**src/rtl/digital_lock_pkg.sv**
```systemverilog
// Shared state encoding and digit-select helper for the digital_lock_seq code lock.
package digital_lock_pkg;

   localparam logic [1:0] ST_ENTRY    = 2'd0;
   localparam logic [1:0] ST_UNLOCKED = 2'd1;
   localparam logic [1:0] ST_LOCKOUT  = 2'd2;
   localparam logic [1:0] ST_PROG     = 2'd3;

   localparam int unsigned MAX_CODE_W  = 256;
   localparam int unsigned MAX_DIGIT_W = 32;

   // Digit idx of a code vector; digit 0 is the most significant (entered first).
   function automatic logic [MAX_DIGIT_W-1:0] code_digit(
      input logic [MAX_CODE_W-1:0] code,
      input int unsigned           idx,
      input int unsigned           digit_w,
      input int unsigned           code_len
   );
      logic [MAX_CODE_W-1:0]  shifted;
      logic [MAX_DIGIT_W-1:0] mask;
      shifted = code >> ((code_len - 32'd1 - idx) * digit_w);
      if (digit_w >= MAX_DIGIT_W) begin
         mask = {MAX_DIGIT_W{1'b1}};
      end else begin
         mask = (32'd1 << digit_w) - 32'd1;
      end
      return shifted[MAX_DIGIT_W-1:0] & mask;
   endfunction

endpackage

```
**src/rtl/digital_lock_seq_counter.sv**
```systemverilog
// lock_down_counter: loadable, saturating down-counter with a zero flag (lockout timer).
module lock_down_counter #(
   parameter int unsigned W = 10
)(
   input  logic         clk,
   input  logic         reset,
   input  logic         load,
   input  logic         en,
   input  logic [W-1:0] load_val,
   output logic         zero
);

   logic [W-1:0] count_q;
   logic [W-1:0] count_d;

   // Load has priority; decrement stops at zero so the count never wraps.
   always_comb begin
      count_d = count_q;
      if (load) begin
         count_d = load_val;
      end else if (en && (count_q != {W{1'b0}})) begin
         count_d = count_q - {{(W-1){1'b0}}, 1'b1};
      end else begin
         count_d = count_q;
      end
   end

   // Count register.
   always_ff @(posedge clk or posedge reset) begin
      if (reset) begin
         count_q <= {W{1'b0}};
      end else begin
         count_q <= count_d;
      end
   end

   assign zero = (count_q == {W{1'b0}});

endmodule

```
**src/rtl/digital_lock_seq.sv**
```systemverilog
// digital_lock_seq: multi-digit code lock with try limit and timed lockout.
// Optional code reprogramming is compiled in with the PROG_CODE_EN macro.
module digital_lock_seq
   import digital_lock_pkg::*;
#(
   parameter int unsigned DIGIT_W        = 4,
   parameter int unsigned CODE_LEN       = 4,
   parameter int unsigned MAX_TRIES      = 3,
   parameter int unsigned LOCKOUT_CYCLES = 1000,
   parameter logic [CODE_LEN*DIGIT_W-1:0] DEFAULT_CODE = 16'hA5C3
)(
   input  logic                              clk,
   input  logic                              reset,
   input  logic                              digit_valid,
   input  logic [DIGIT_W-1:0]                digit,
   input  logic                              clear,
   input  logic                              relock,
   input  logic                              prog_start,
   output logic                              unlocked,
   output logic                              locked_out,
   output logic                              fail_pulse,
   output logic                              prog_done,
   output logic [$clog2(MAX_TRIES+1)-1:0]    attempts_left,
   output logic [$clog2(CODE_LEN+1)-1:0]     digits_entered
);

   localparam int unsigned AW = $clog2(MAX_TRIES + 1);
   localparam int unsigned DW = $clog2(CODE_LEN + 1);
   localparam int unsigned CW = CODE_LEN * DIGIT_W;
   localparam int unsigned TW = (LOCKOUT_CYCLES > 1) ? $clog2(LOCKOUT_CYCLES) : 1;

   localparam logic [AW-1:0] TRIES_MAX = AW'(MAX_TRIES);
   localparam logic [AW-1:0] ONE_TRY   = AW'(32'd1);
   localparam logic [DW-1:0] LAST_IDX  = DW'(CODE_LEN - 1);
   localparam logic [DW-1:0] ONE_DIGIT = DW'(32'd1);
   localparam logic [TW-1:0] TMR_LOAD  = TW'(LOCKOUT_CYCLES - 1);

   logic [1:0]         state_q, state_d;
   logic [AW-1:0]      attempts_q, attempts_d;
   logic [DW-1:0]      digits_q, digits_d;
   logic               flag_q, flag_d;
   logic               fail_q, fail_d;
   logic               prog_done_q, prog_done_d;
   logic               unlocked_q, unlocked_d;
   logic               locked_out_q, locked_out_d;
   logic               tmr_load_s, tmr_en_s, tmr_zero_s;
   logic [CW-1:0]      code_s;
   logic [DIGIT_W-1:0] exp_digit_s;
   logic               mismatch_s;
   logic               last_s;

`ifdef PROG_CODE_EN
   logic [CW-1:0] code_q, code_d;
   logic [CW-1:0] shadow_q, shadow_d;

   // Programmable code and the shadow register collecting a new code.
   always_ff @(posedge clk or posedge reset) begin
      if (reset) begin
         code_q   <= DEFAULT_CODE;
         shadow_q <= {CW{1'b0}};
      end else begin
         code_q   <= code_d;
         shadow_q <= shadow_d;
      end
   end

   assign code_s = code_q;
`else
   assign code_s = DEFAULT_CODE;
`endif

   assign exp_digit_s = DIGIT_W'(code_digit(MAX_CODE_W'(code_s), 32'(digits_q), DIGIT_W, CODE_LEN));
   assign mismatch_s  = flag_q | (digit != exp_digit_s);
   assign last_s      = (digits_q == LAST_IDX);

   lock_down_counter #(.W(TW)) u_lockout_tmr (
      .clk      (clk),
      .reset    (reset),
      .load     (tmr_load_s),
      .en       (tmr_en_s),
      .load_val (TMR_LOAD),
      .zero     (tmr_zero_s)
   );

   // State and registered outputs.
   always_ff @(posedge clk or posedge reset) begin
      if (reset) begin
         state_q      <= ST_ENTRY;
         attempts_q   <= TRIES_MAX;
         digits_q     <= {DW{1'b0}};
         flag_q       <= 1'b0;
         fail_q       <= 1'b0;
         prog_done_q  <= 1'b0;
         unlocked_q   <= 1'b0;
         locked_out_q <= 1'b0;
      end else begin
         state_q      <= state_d;
         attempts_q   <= attempts_d;
         digits_q     <= digits_d;
         flag_q       <= flag_d;
         fail_q       <= fail_d;
         prog_done_q  <= prog_done_d;
         unlocked_q   <= unlocked_d;
         locked_out_q <= locked_out_d;
      end
   end

   // Next-state logic; the verdict is only given once all digits are in.
   always_comb begin
      state_d     = state_q;
      attempts_d  = attempts_q;
      digits_d    = digits_q;
      flag_d      = flag_q;
      fail_d      = 1'b0;
      prog_done_d = 1'b0;
      tmr_load_s  = 1'b0;
      tmr_en_s    = 1'b0;
`ifdef PROG_CODE_EN
      code_d      = code_q;
      shadow_d    = shadow_q;
`endif
      case (state_q)
         ST_ENTRY: begin
            if (clear) begin
               digits_d = {DW{1'b0}};
               flag_d   = 1'b0;
            end else if (digit_valid) begin
               if (last_s) begin
                  digits_d = {DW{1'b0}};
                  flag_d   = 1'b0;
                  if (!mismatch_s) begin
                     state_d    = ST_UNLOCKED;
                     attempts_d = TRIES_MAX;
                  end else if (attempts_q > ONE_TRY) begin
                     attempts_d = attempts_q - ONE_TRY;
                     fail_d     = 1'b1;
                  end else begin
                     state_d    = ST_LOCKOUT;
                     attempts_d = {AW{1'b0}};
                     fail_d     = 1'b1;
                     tmr_load_s = 1'b1;
                  end
               end else begin
                  digits_d = digits_q + ONE_DIGIT;
                  flag_d   = mismatch_s;
               end
            end else begin
               digits_d = digits_q;
            end
         end
         ST_UNLOCKED: begin
            if (relock) begin
               state_d    = ST_ENTRY;
               attempts_d = TRIES_MAX;
               digits_d   = {DW{1'b0}};
            end else if (prog_start) begin
`ifdef PROG_CODE_EN
               state_d  = ST_PROG;
               digits_d = {DW{1'b0}};
               shadow_d = {CW{1'b0}};
`else
               state_d  = ST_UNLOCKED;
`endif
            end else begin
               state_d = ST_UNLOCKED;
            end
         end
         ST_LOCKOUT: begin
            if (tmr_zero_s) begin
               state_d    = ST_ENTRY;
               attempts_d = TRIES_MAX;
            end else begin
               tmr_en_s = 1'b1;
            end
         end
`ifdef PROG_CODE_EN
         ST_PROG: begin
            if (relock) begin
               state_d    = ST_ENTRY;
               attempts_d = TRIES_MAX;
               digits_d   = {DW{1'b0}};
            end else if (clear) begin
               state_d  = ST_UNLOCKED;
               digits_d = {DW{1'b0}};
            end else if (digit_valid) begin
               shadow_d = (shadow_q << DIGIT_W) | CW'(digit);
               if (last_s) begin
                  code_d      = shadow_d;
                  prog_done_d = 1'b1;
                  state_d     = ST_UNLOCKED;
                  digits_d    = {DW{1'b0}};
               end else begin
                  digits_d = digits_q + ONE_DIGIT;
               end
            end else begin
               state_d = ST_PROG;
            end
         end
`endif
         default: begin
            state_d    = ST_ENTRY;
            attempts_d = TRIES_MAX;
            digits_d   = {DW{1'b0}};
            flag_d     = 1'b0;
         end
      endcase
   end

   // Level outputs follow the next state so they register with it.
   always_comb begin
      unlocked_d   = (state_d == ST_UNLOCKED) || (state_d == ST_PROG);
      locked_out_d = (state_d == ST_LOCKOUT);
   end

   assign unlocked       = unlocked_q;
   assign locked_out     = locked_out_q;
   assign fail_pulse     = fail_q;
   assign prog_done      = prog_done_q;
   assign attempts_left  = attempts_q;
   assign digits_entered = digits_q;

endmodule
```
**config.mk**
```make
export PLATFORM = sky130hd
export DESIGN_NAME = digital_lock_seq
export DESIGN_NICKNAME = d
export VERILOG_FILES = /design/src/rtl/digital_lock_pkg.sv /design/src/rtl/digital_lock_seq_counter.sv /design/src/rtl/digital_lock_seq.sv
export SDC_FILE = /design/constraint.sdc
export NUM_CORES = 1
export LEC_CHECK = 0
export ABC_AREA = 1
export BUFFER_PORTS_ARGS = -buffer_cell sky130_fd_sc_hd__buf_2
export CAP_MARGIN = 25
export CELL_PAD_IN_SITES_DETAIL_PLACEMENT = 0
export CELL_PAD_IN_SITES_GLOBAL_PLACEMENT = 1
export CORE_MARGIN = 2
export CORE_UTILIZATION = 41
export CTS_CLUSTER_SIZE = 12
export DETAILED_ROUTE_END_ITERATION = 8
export HOLD_SLACK_MARGIN = 0.15
export PLACE_DENSITY = 0.77
export RECOVER_POWER = 50
export SYNTH_ARGS = -nofsm -noshare
export SYNTH_HDL_FRONTEND = slang
export SYNTH_SLANG_ARGS = --single-unit
```
**constraint.sdc**
```tcl
create_clock -name clk -period 2.15 [get_ports clk]
set_clock_uncertainty 0.2 [all_clocks]
set_input_delay 0.3225 -clock clk [delete_from_list [all_inputs] [get_ports clk]]
set_output_delay 0.3225 -clock clk [all_outputs]
set_load 0.01 [all_outputs]
```
# Word level (Yosys, flattened, before mapping)
# Cells that the tools add are included.
# totals
ff_bits,21
latch_bits,0
mem_bits_rw,0
mem_bits_ro,0
n_memories,0
# classes
n_addsub,4
multipliers,0
div_mod_pow,0
order_cmp,1
eq_ne,13
shifts,1
n_mux,40
bitwise,3
n_reduce_logical,10
# op_table
cell,n
right shift 16 x 32 -> 4 bit (first input constant),1
2-to-1 mux 2 bit,13
2-to-1 mux 10 bit,2
2-to-1 mux 1 bit,17
2-to-1 mux 3 bit,4
case mux 2 bit (3 select lines),2
logical NOT 10 bit,1
!= test 2 bit (second input constant),5
nonzero test 10 bit,1
subtractor 10 x 1 -> 10 bit (second input constant),1
case mux 3 bit (3 select lines),1
equality test 2 bit (second input constant),3
AND reduction 5 bit,1
equality test 2 x 1 -> 1 bit (second input constant),2
!= test 4 bit,1
subtractor 2 x 3 -> 4 bit (first input constant),1
adder 3 x 1 -> 3 bit (second input constant),1
equality test 3 x 2 -> 1 bit (second input constant),1
!= test 3 bit (second input constant),1
AND reduction 3 bit,1
> comparator 2 x 1 -> 1 bit (second input constant),1
logical NOT 2 bit,1
inverter 1 bit,2
case mux 1 bit (2 select lines),1
7 further kinds,7

# Longest topological paths before layout
# Gate-level depths: netlist of the first run.
# depth
depth_word,11
ltp_mapped,11
mapped_depth_nobuf,11

# Modules after synthesis
# A second synthesis of the first run with hierarchy kept.
# hier_totals
cells_unflattened,218
area_unflattened_um2,1480.2
# modules_own_cells
module,instances,cells_each,area_per_inst_um2,seq_area_each_um2
lock_down_counter,1,119,754.5,250.2
digital_lock_seq,1,99,725.7,252.7

# Worst setup path after synthesis of the first run
# Ideal clock, no wire load.
# synth_path
path_type,register -> register
from,register digits_q[0] (netlist: digits_entered[0])
to,register u_lockout_tmr.count_q[9]
arrival_time_ns,1.376
setup_slack_ns,0.457
path_stages_with_launch,10
period_less_slack_ns,1.693
cell_sequence,dfrtp_1 > ha_1 > nand2_2 > nor2_2 > inv_1 > nor2_1 > nand3_2 > buf_6 > nand3_1 > nand2_1
# synth_via
elab_chain_len,10
# synth_lines
element,line,source
"start, declared",digital_lock_seq.sv:40,"logic [DW-1:0] digits_q, digits_d;"
"start signal, assigned",digital_lock_seq.sv:90,digits_q <= {DW{1'b0}};
"start signal, assigned",digital_lock_seq.sv:99,digits_q <= digits_d;
subtractor 2 x 3 -> 4 bit,digital_lock_pkg.sv:21,shifted = code >> ((code_len - 32'd1 - idx) * digit_w);
right shift 16 x 32 -> 4 bit,digital_lock_pkg.sv:21,
!= test 4 bit,digital_lock_seq.sv:73,assign mismatch_s = flag_q | (digit != exp_digit_s);
OR 1 bit,digital_lock_seq.sv:73,
2-to-1 mux 1 bit,digital_lock_seq.sv:131,if (!mismatch_s) begin
2-to-1 mux 1 bit *,digital_lock_seq.sv:128,if (last_s) begin
2-to-1 mux 1 bit *,digital_lock_seq.sv:127,end else if (digit_valid) begin
2-to-1 mux 1 bit *,digital_lock_seq.sv:124,if (clear) begin
2-to-1 mux 1 bit *,digital_lock_seq.sv:122,case (state_q)
2-to-1 mux 10 bit / nonzero test 2 bit (equally long branches),n/a,
"end signal, assigned",digital_lock_seq_counter.sv:31,count_q <= {W{1'b0}};
"end signal, assigned",digital_lock_seq_counter.sv:33,count_q <= count_d;
"end, declared",digital_lock_seq_counter.sv:13,logic [W-1:0] count_q;
# Mark *: on every way between the ends. The rest lies on a longest branch, timed or not.
# A chain may end at the register's enable or synchronous reset.

# Worst setup path after layout of the first run
# layout_path
from,register u_lockout_tmr.count_q[0]
to,register u_lockout_tmr.count_q[2]
# layout_via
elab_chain_len,5
# layout_lines
element
"parallel branches: the longest is 5 deep, another holds subtractor 10 x 1 -> 10 bit"
# Several ways; the timed one is not identified. The select of a mux whose other input is x is not followed.

==> results by group, run 1 <==
Timing
  – Slew Viols, Final: 0
  – Relative slew slack: 0.232
  – Post-layout min period: 1920 ps
  – RSZ-0062 raised after global routing: no
  – Final setup viols: 0
  – TNS Setup: 0 ps
  – Max Freq: approximately 520 MHz
  – Fin crit share: 0.895
  – Fin. Hold Viols: 0
  – Worst Tran Pin Value: 1150 ps
  – Hold_ws: around 170 ps

Worst hold path
  – Hold depth: 4
  – Hold Crit Class: input pin to register

Power and ir drop
  – Lkg Pwr: between 0.7 and 0.8 nW
  – Total Power: between 1 and 1.5 mW
  – Max IR drop VDD: around 0.4 mV
  – Pwr per Cell Area: between 900 and 1000 nW/um^2

Floorplan
  – Core Box Area: between 3000 and 4000 sq um
  – Starting Density: 0.437
  – Die area: 3750 sq um
  – IO Pins: 19
  – Cell row count: 20
  – Chip height: approximately 61 um
  – Die width: between 60 and 70 um

Final layout
  – Leading cell type in the layout, fill and taps excluded: nand2_1
  – Area Overhead vs Synth: 11.8%
  – Share of post-route cells with drive strength above 1: 0.193
  – Final std cells w/o fill: about 250
  – Final core area utilization: 0.488
  – Commonest non-fill, non-tap cells in the layout: nand2_1, inv_1, dfrtp_1, nand3_1, buf_2
  – Fin nets: about 220
  – Ant diodes: 0

Setup path
  – Crit path DAT: ~1900 ps
  – Required time of the critical path: between 2000 and 2500 ps
  – Type of the worst setup path: register to register
  – Crit-path max FO: 7
  – Critical-path top delay cell: dfrtp_1
  – CP cell instances: inv_1 -> ha_1 -> nand3_2 -> nor2_4 -> a21boi_2 -> buf_4 -> nand2_2 -> xor2_1 -> nand2_1
  – Critical Path Sink Type: register
  – Crit start category: register
  – Critical Path Max Stage Delay: approximately 410 ps
  – R2R cell count: 9

Detailed routing
  – Drt pass-1 iters: 4
  – Wire length per cell: roughly 10 um
  – Vias: between 1,000 and 1,500
  – DRC Markers: 0
  – DR vias/cell: about 4.6
  – Post-route ant nets: 0
  – Initial DRC Count: 45
  – Routed WL: 2.57 mm

Job
  – Max Cap Viol: 0

Clock network
  – Clock Latency Late Sink: around 310 ps
  – Root Buffer: clkbuf_4
  – CTS tree: built
  – Inserted Clock Buffers: 3
  – H-tree levels: 1
  – Clk buf depth: 2
  – Post-CTS resize count: 0
  – Clock sink count: 21
  – Clk pin slew, worst setup/hold paths: around 130 ps

Place
  – Placed Instances: 240
  – Port bufs: 16
  – Placed wire-length estimate: ~2 mm
  – Final GP Congestion: 0.752

Synthesis
  – Sequential area share after synthesis: 0.393
  – Flop and latch count out of synthesis: 21
  – Syn avg cell area: 7.42 sq um
  – Area share of the largest cell type after synthesis: 0.354
  – Synth Warn #: 0
  – Synthesized area: 1340 sq um
  – Syn Inst Count: roughly 180
  – Main area contributors after synthesis: dfrtp_1, nand2_1, inv_1
  – Cell accounting for the most synthesized area: dfrtp_1
  – Syn nets: about 200
  – Number of library cell types mapped by synthesis: 24

Global route
  – Tot GR Track Use: 0.164
  – First-pass GRT wire length: ~4.6 mm
  – Grt ovf: 0
  – Largest net degree at the start of global routing: 22
  – Initial antenna violation count: 0
  – Number of global-route vias before repair: roughly 1,100

Status
  – Status: complete, no violations
per-stage QoR:
| step | worst slack (ps) | cell area [sq um] |
|---|---|---|
| finish | 225 | 1500 |
| floorplan | 457 | 1340 |
| CTS | 226 | 1510 |
| global route | 78.0 | 1500 |
| global placement | 261 | 1460 |
| detailed placement | 261 | 1460 |
repair_timing:
action	CTS	global route
buffers inserted	0	0
hold buffers	2	0
endpoints found under the hold margin	22	0
layer usage:
layer	wire length (um)	track usage	vias to the layer above
li1	-	-	608
met1	1260	0.209	520
met2	1220	0.277	13
met5	0	0	-
met4	15	0.0652	0
met3	71	0.0273	2
area by class of cell:
class,count,area [sq um]
clock buffers,3,22.5
clock inverters,1,5.00
fillers,325,1580
inverters,31,116
multi-input cells,126,669
flip-flops and latches,21,528
well taps,44,55.1
repair buffers,20,106
registers in the layout, indices dropped and copies added, names as in the netlist:
signal,cells
u_lockout_tmr.count_q,10
fail_pulse,1
digits_entered,3
locked_out,1
state_q,2
attempts_left,2
unlocked,1
flag_q,1
worst max-delay path, delay by kind of cell, from the launching register on:
kind                     cells  cell delay (ps)
XOR/XNOR                     1              130
adder cells (fa/ha/maj)      1              230
AND/OR/NAND/NOR              4              300
AO/OA/AOI/OAI                1              250
buffers and inverters        2              290
flip-flops                   1              410
Yosys cell counts, drive strengths merged:
| library cell | n |
|---|---|
| dfrtp | 19 |
| dfstp | 2 |
| nor2 | 17 |
| nor3 | 4 |
| o21ai | 10 |
| conb | 1 |
| nand3 | 22 |
| nand4 | 4 |
| nand3b | 1 |
| xor2 | 2 |
| a21oi | 4 |
| a21boi | 1 |
| buf | 3 |
| ha | 6 |
| inv | 31 |
| nand2 | 54 |
where the power goes:
group	total (mW)	internal, mW	switching, mW	leakage [nW]
clock network	0.199	0.0694	0.130	0.0177
logic	0.584	0.217	0.368	0.525
registers	0.584	0.501	0.0828	0.242
total	1.37	0.787	0.580	0.785
path summary, 6_finish.rpt:
kind / from / to / slack, ps
min reg2reg: u_lockout_tmr.count_q[8] / u_lockout_tmr.count_q[8] / 300
min in group asynchronous: reset / flag_q / 700
max in group asynchronous: reset / u_lockout_tmr.count_q[7] / 360
max reg2reg: u_lockout_tmr.count_q[0] / u_lockout_tmr.count_q[2] / 230
max: u_lockout_tmr.count_q[0] / u_lockout_tmr.count_q[2] / 230
min: digit_valid / flag_q / 170
cells by family after synthesis:
kind of cell,synth area share
AO/OA/AOI/OAI,0.0605
XOR/XNOR,0.0130
adder cells (fa/ha/maj),0.0559
buffers and inverters,0.109
flip-flops,0.393
other,0.00279
AND/OR/NAND/NOR,0.366
Power figures use the tool's default switching activity.
==> run 2, diff against run 1 <==
--- a/config.mk
+++ b/config.mk
@@ -11,11 +11,11 @@
 export CELL_PAD_IN_SITES_DETAIL_PLACEMENT = 0
 export CELL_PAD_IN_SITES_GLOBAL_PLACEMENT = 1
 export CORE_MARGIN = 2
-export CORE_UTILIZATION = 41
+export CORE_UTILIZATION = 44
 export CTS_CLUSTER_SIZE = 12
 export DETAILED_ROUTE_END_ITERATION = 8
 export HOLD_SLACK_MARGIN = 0.15
-export PLACE_DENSITY = 0.77
+export PLACE_DENSITY = 0.81
 export RECOVER_POWER = 50
 export SYNTH_ARGS = -nofsm -noshare
 export SYNTH_HDL_FRONTEND = slang
==> constraint.sdc (replaced) <==
create_clock -name clk -period 2.5 [get_ports clk]
set_clock_uncertainty 0.2 [all_clocks]
set_input_delay 0.375 -clock clk [delete_from_list [all_inputs] [get_ports clk]]
set_output_delay 0.375 -clock clk [all_outputs]
set_load 0.01 [all_outputs]
==> run 2 against run 1 <==
Compared with the run above: combinational power down 17%; cell count is 5.7% lower; register-to-register slack better by 320 ps; worst hold slack lost 0.92 ps; largest power group unchanged; highest routed layer unchanged.
==> results by group, run 2 (synthesis gave the netlist of run 1 again) <==
Status
  – Status: complete, no violations (unchanged)

Power and ir drop
  – Max IR drop VDD: 0.457 mV (was 0.407 mV)
  – Pint: 0.666 mW (was 0.787 mW)
  – Total Power: 1.14 mW (was 1.37 mW)
  – Flop pwr share: 0.434 (was 0.427)
  – Lkg Pwr: 0.762 nW (was 0.785 nW)
  – Pwr per Cell Area: 781 nW/um^2 (was 910 nW/um^2)
  – Combinational share of power: 0.423 (was 0.427)
  – Switching pwr: 0.477 mW (was 0.580 mW)
  – Sw frac: 0.418 (was 0.424)
  – Clk pwr share: 0.143 (was 0.146)

Place
  – Port bufs: 16 (unchanged)
  – Post-DP Area: 1440 sq um (was 1460 sq um)
  – Final GP Congestion: 0.762 (was 0.752)
  – Placed wire-length estimate: 2.02 mm (was 2.00 mm)

Detailed routing
  – DRC Markers: 0 (unchanged)
  – Wire length per cell: 11.0 um (was 10.4 um)
  – Vias: 1,141 (was 1,143)
  – Post-route ant nets: 0 (unchanged)
  – DR vias/cell: 4.92 (was 4.65)
  – Initial DRC Count: 41 (was 45)
  – Routed WL: 2.54 mm (was 2.57 mm)
  – Drt pass-1 iters: 4 (unchanged)

Final layout
  – Share of post-route cells with drive strength above 1: 0.161 (was 0.193)
  – Ant diodes: 0 (unchanged)
  – Leading cell type in the layout, fill and taps excluded: nand2_1 (unchanged)
  – Post-route cell area: 1460 sq um (was 1500 sq um)
  – Area Overhead vs Synth: 8.94% (was 11.8%)
  – Fin nets: 216 (was 219)
  – FILL cells: 315 (was 325)
  – Largest Register: u_lockout_tmr.count_q (unchanged)
  – Commonest non-fill, non-tap cells in the layout: nand2_1, inv_1, dfrtp_1, nand3_1 (was nand2_1, inv_1, dfrtp_1, nand3_1, buf_2)
  – Max FFs per register: 10 (unchanged)

Global route
  – Global routing met2 resource utilization: 0.298 (was 0.277)
  – First-pass GRT wire length: 4.54 mm (was 4.57 mm)
  – Largest net degree at the start of global routing: 22 (unchanged)
  – Grt ovf: 0 (unchanged)
  – Number of global-route vias before repair: 1,098 (was 1,089)
  – Routing usage on met3: 0.0306 (was 0.0273)
  – Most utilized layer in the global route result: met2 (unchanged)
  – Initial antenna violation count: 0 (unchanged)
  – GRT met1 Usage: 0.206 (was 0.209)
  – Tot GR Track Use: 0.168 (was 0.164)

Setup path
  – Crit start category: register (unchanged)
  – Type of the worst setup path: register to register (unchanged)
  – Required time of the critical path: 2540 ps (was 2150 ps)
  – R2R cell count: 9 (unchanged)
  – Crit-path max FO: 11 (was 7)
  – Crit path max-delay family: simple AND/OR/NAND/NOR gates (was flip-flops)
  – Critical Path Sink Type: register (unchanged)
  – Critical R2R Launch: u_lockout_tmr.count_q[0] (unchanged)
  – Crit path DAT: 1990 ps (was 1920 ps)
  – Critical Path Max Stage Delay: 440 ps (was 410 ps)
  – Critical-path top delay cell: a21boi_2 (was dfrtp_1)
  – FF-to-FF setup slack: 550 ps (was 230 ps)
  – Most common cell on crit path: nand2_1
  – R2r endpoint: locked_out (was u_lockout_tmr.count_q[2])
  – CP bufs+invs: 1 (was 2)
  – CP cell instances: inv_1 -> ha_1 -> nand3_2 -> nor2_4 -> a21boi_2 -> nand2_1 -> nand3_1 -> nand2_1 -> nor2_2 (was inv_1 -> ha_1 -> nand3_2 -> nor2_4 -> a21boi_2 -> buf_4 -> nand2_2 -> xor2_1 -> nand2_1)

Clock network
  – Clock sink count: 21 (unchanged)
  – Inserted Clock Buffers: 3 (unchanged)
  – Clk buf depth: 2 (unchanged)
  – Root Buffer: clkbuf_4 (unchanged)
  – H-tree levels: 1 (unchanged)
  – CTS tree: built (unchanged)
  – Clk pin slew, worst setup/hold paths: 120 ps (was 130 ps)
  – Clock Latency Late Sink: 300 ps (was 310 ps)

Timing
  – Final setup viols: 0 (unchanged)
  – TNS Setup: 0 ps (unchanged)
  – Worst Tran Pin Value: 809 ps (was 1150 ps)
  – Fin crit share: 0.781 (was 0.895)
  – Max Freq: 512 MHz (was 520 MHz)
  – Slew Viols, Final: 0 (unchanged)
  – Post-layout min period: 1950 ps (was 1920 ps)
  – Fin. Hold Viols: 0 (unchanged)
  – Relative slew slack: 0.460 (was 0.232)
  – RSZ-0062 raised after global routing: no (unchanged)

Worst hold path
  – Hold Crit Class: input pin to register (unchanged)
  – Hold depth: 4 (unchanged)
  – WHS Endpoint: digits_entered[2] (was flag_q)
  – Worst Min Path Start: clear (was digit_valid)

Floorplan
  – Chip height: 59.3 um (was 61.3 um)
  – Starting Density: 0.451 (was 0.437)
  – Cell row count: 20 (unchanged)
  – Die width: 59.3 um (was 61.3 um)
  – Core Box Area: 2980 sq um (was 3080 sq um)
  – IO Pins: 19 (unchanged)
  – Die area: 3510 sq um (was 3750 sq um)

Job
  – Max Cap Viol: 0 (unchanged)
-- run 2: changes by cell type in the layout (fill, tap and decap cells not counted) --
cell           previous run  this run
buf_2                    12        10
clkbuf_1                  5         7
dfstp_1                   0         2
dfstp_2                   2         0
buf_4                     1         0
clkinv_2                  1         0
dlygate4sd3_1             2         1
inv_1                    28        29
inv_2                     3         2
-- run 2: repair_timing --
item	4_1_cts	5_1_grt
hold endpoints to repair	19	0
hold buffers	1	0
buffers inserted	0	0
endpoints found under the setup margin	0	0
resized for setup	0	0
-- run 2: area by class of cell --
cell class	count	area (sq um)	area share
clock buffers	4	26.3	0.0179
inverters	31	116	0.0795
multi-input cells	126	669	0.457
flip-flops and latches	21	528	0.361
well taps	33	41.3	0.0282
repair buffers	17	82.6	0.0564
-- run 2: power groups by stage --
stage / combinational, mW / clock (mW) / sequential (mW)
floorplan: 0.361 / 0 / 0.516
global placement: 0.490 / 0 / 0.503
detailed placement: 0.498 / 0 / 0.507
CTS: 0.502 / 0.174 / 0.502
global route: 0.578 / 0.184 / 0.505
finish: 0.484 / 0.163 / 0.496
-- run 2: worst max-delay path by stage --
| stage | cells past startpoint | from | end |
|---|---|---|---|
| 5_1_grt | 9 | u_lockout_tmr.count_q[0] | locked_out |
| 3_5_place_dp | 9 | u_lockout_tmr.count_q[0] | locked_out |
| 4_1_cts | 9 | u_lockout_tmr.count_q[0] | locked_out |
| 3_3_place_gp | 9 | u_lockout_tmr.count_q[0] | locked_out |
| 6_report | 9 | u_lockout_tmr.count_q[0] | locked_out |
| 2_1_floorplan | 9 | digits_entered[0] | u_lockout_tmr.count_q[9] |
-- run 2: per-stage QoR --
| stage | worst slack, ps | util | instances | hold slack [ps] |
|---|---|---|---|---|
| after floorplan | 807 | - | 181 | 150 |
| final | 548 | 0.492 | 232 | 173 |
| after detailed placement | 577 | 0.482 | 227 | 270 |
| after global routing | 374 | 0.492 | 232 | 185 |
| after global placement | 587 | 0.482 | 227 | 264 |
| after CTS | 526 | 0.494 | 232 | 165 |
-- run 2: metal layers --
metal | wire length, um | share of wire
met5 | 0 | 0
met4 | 15 | 0.0059
met3 | 80 | 0.031
met2 | 1240 | 0.49
met1 | 1210 | 0.48
-- run 2: tightest hold or removal path: stages --
cell and delay [ps]:
buf_2 100, nor2_1 50, nand2_1 50, a21oi_1 60
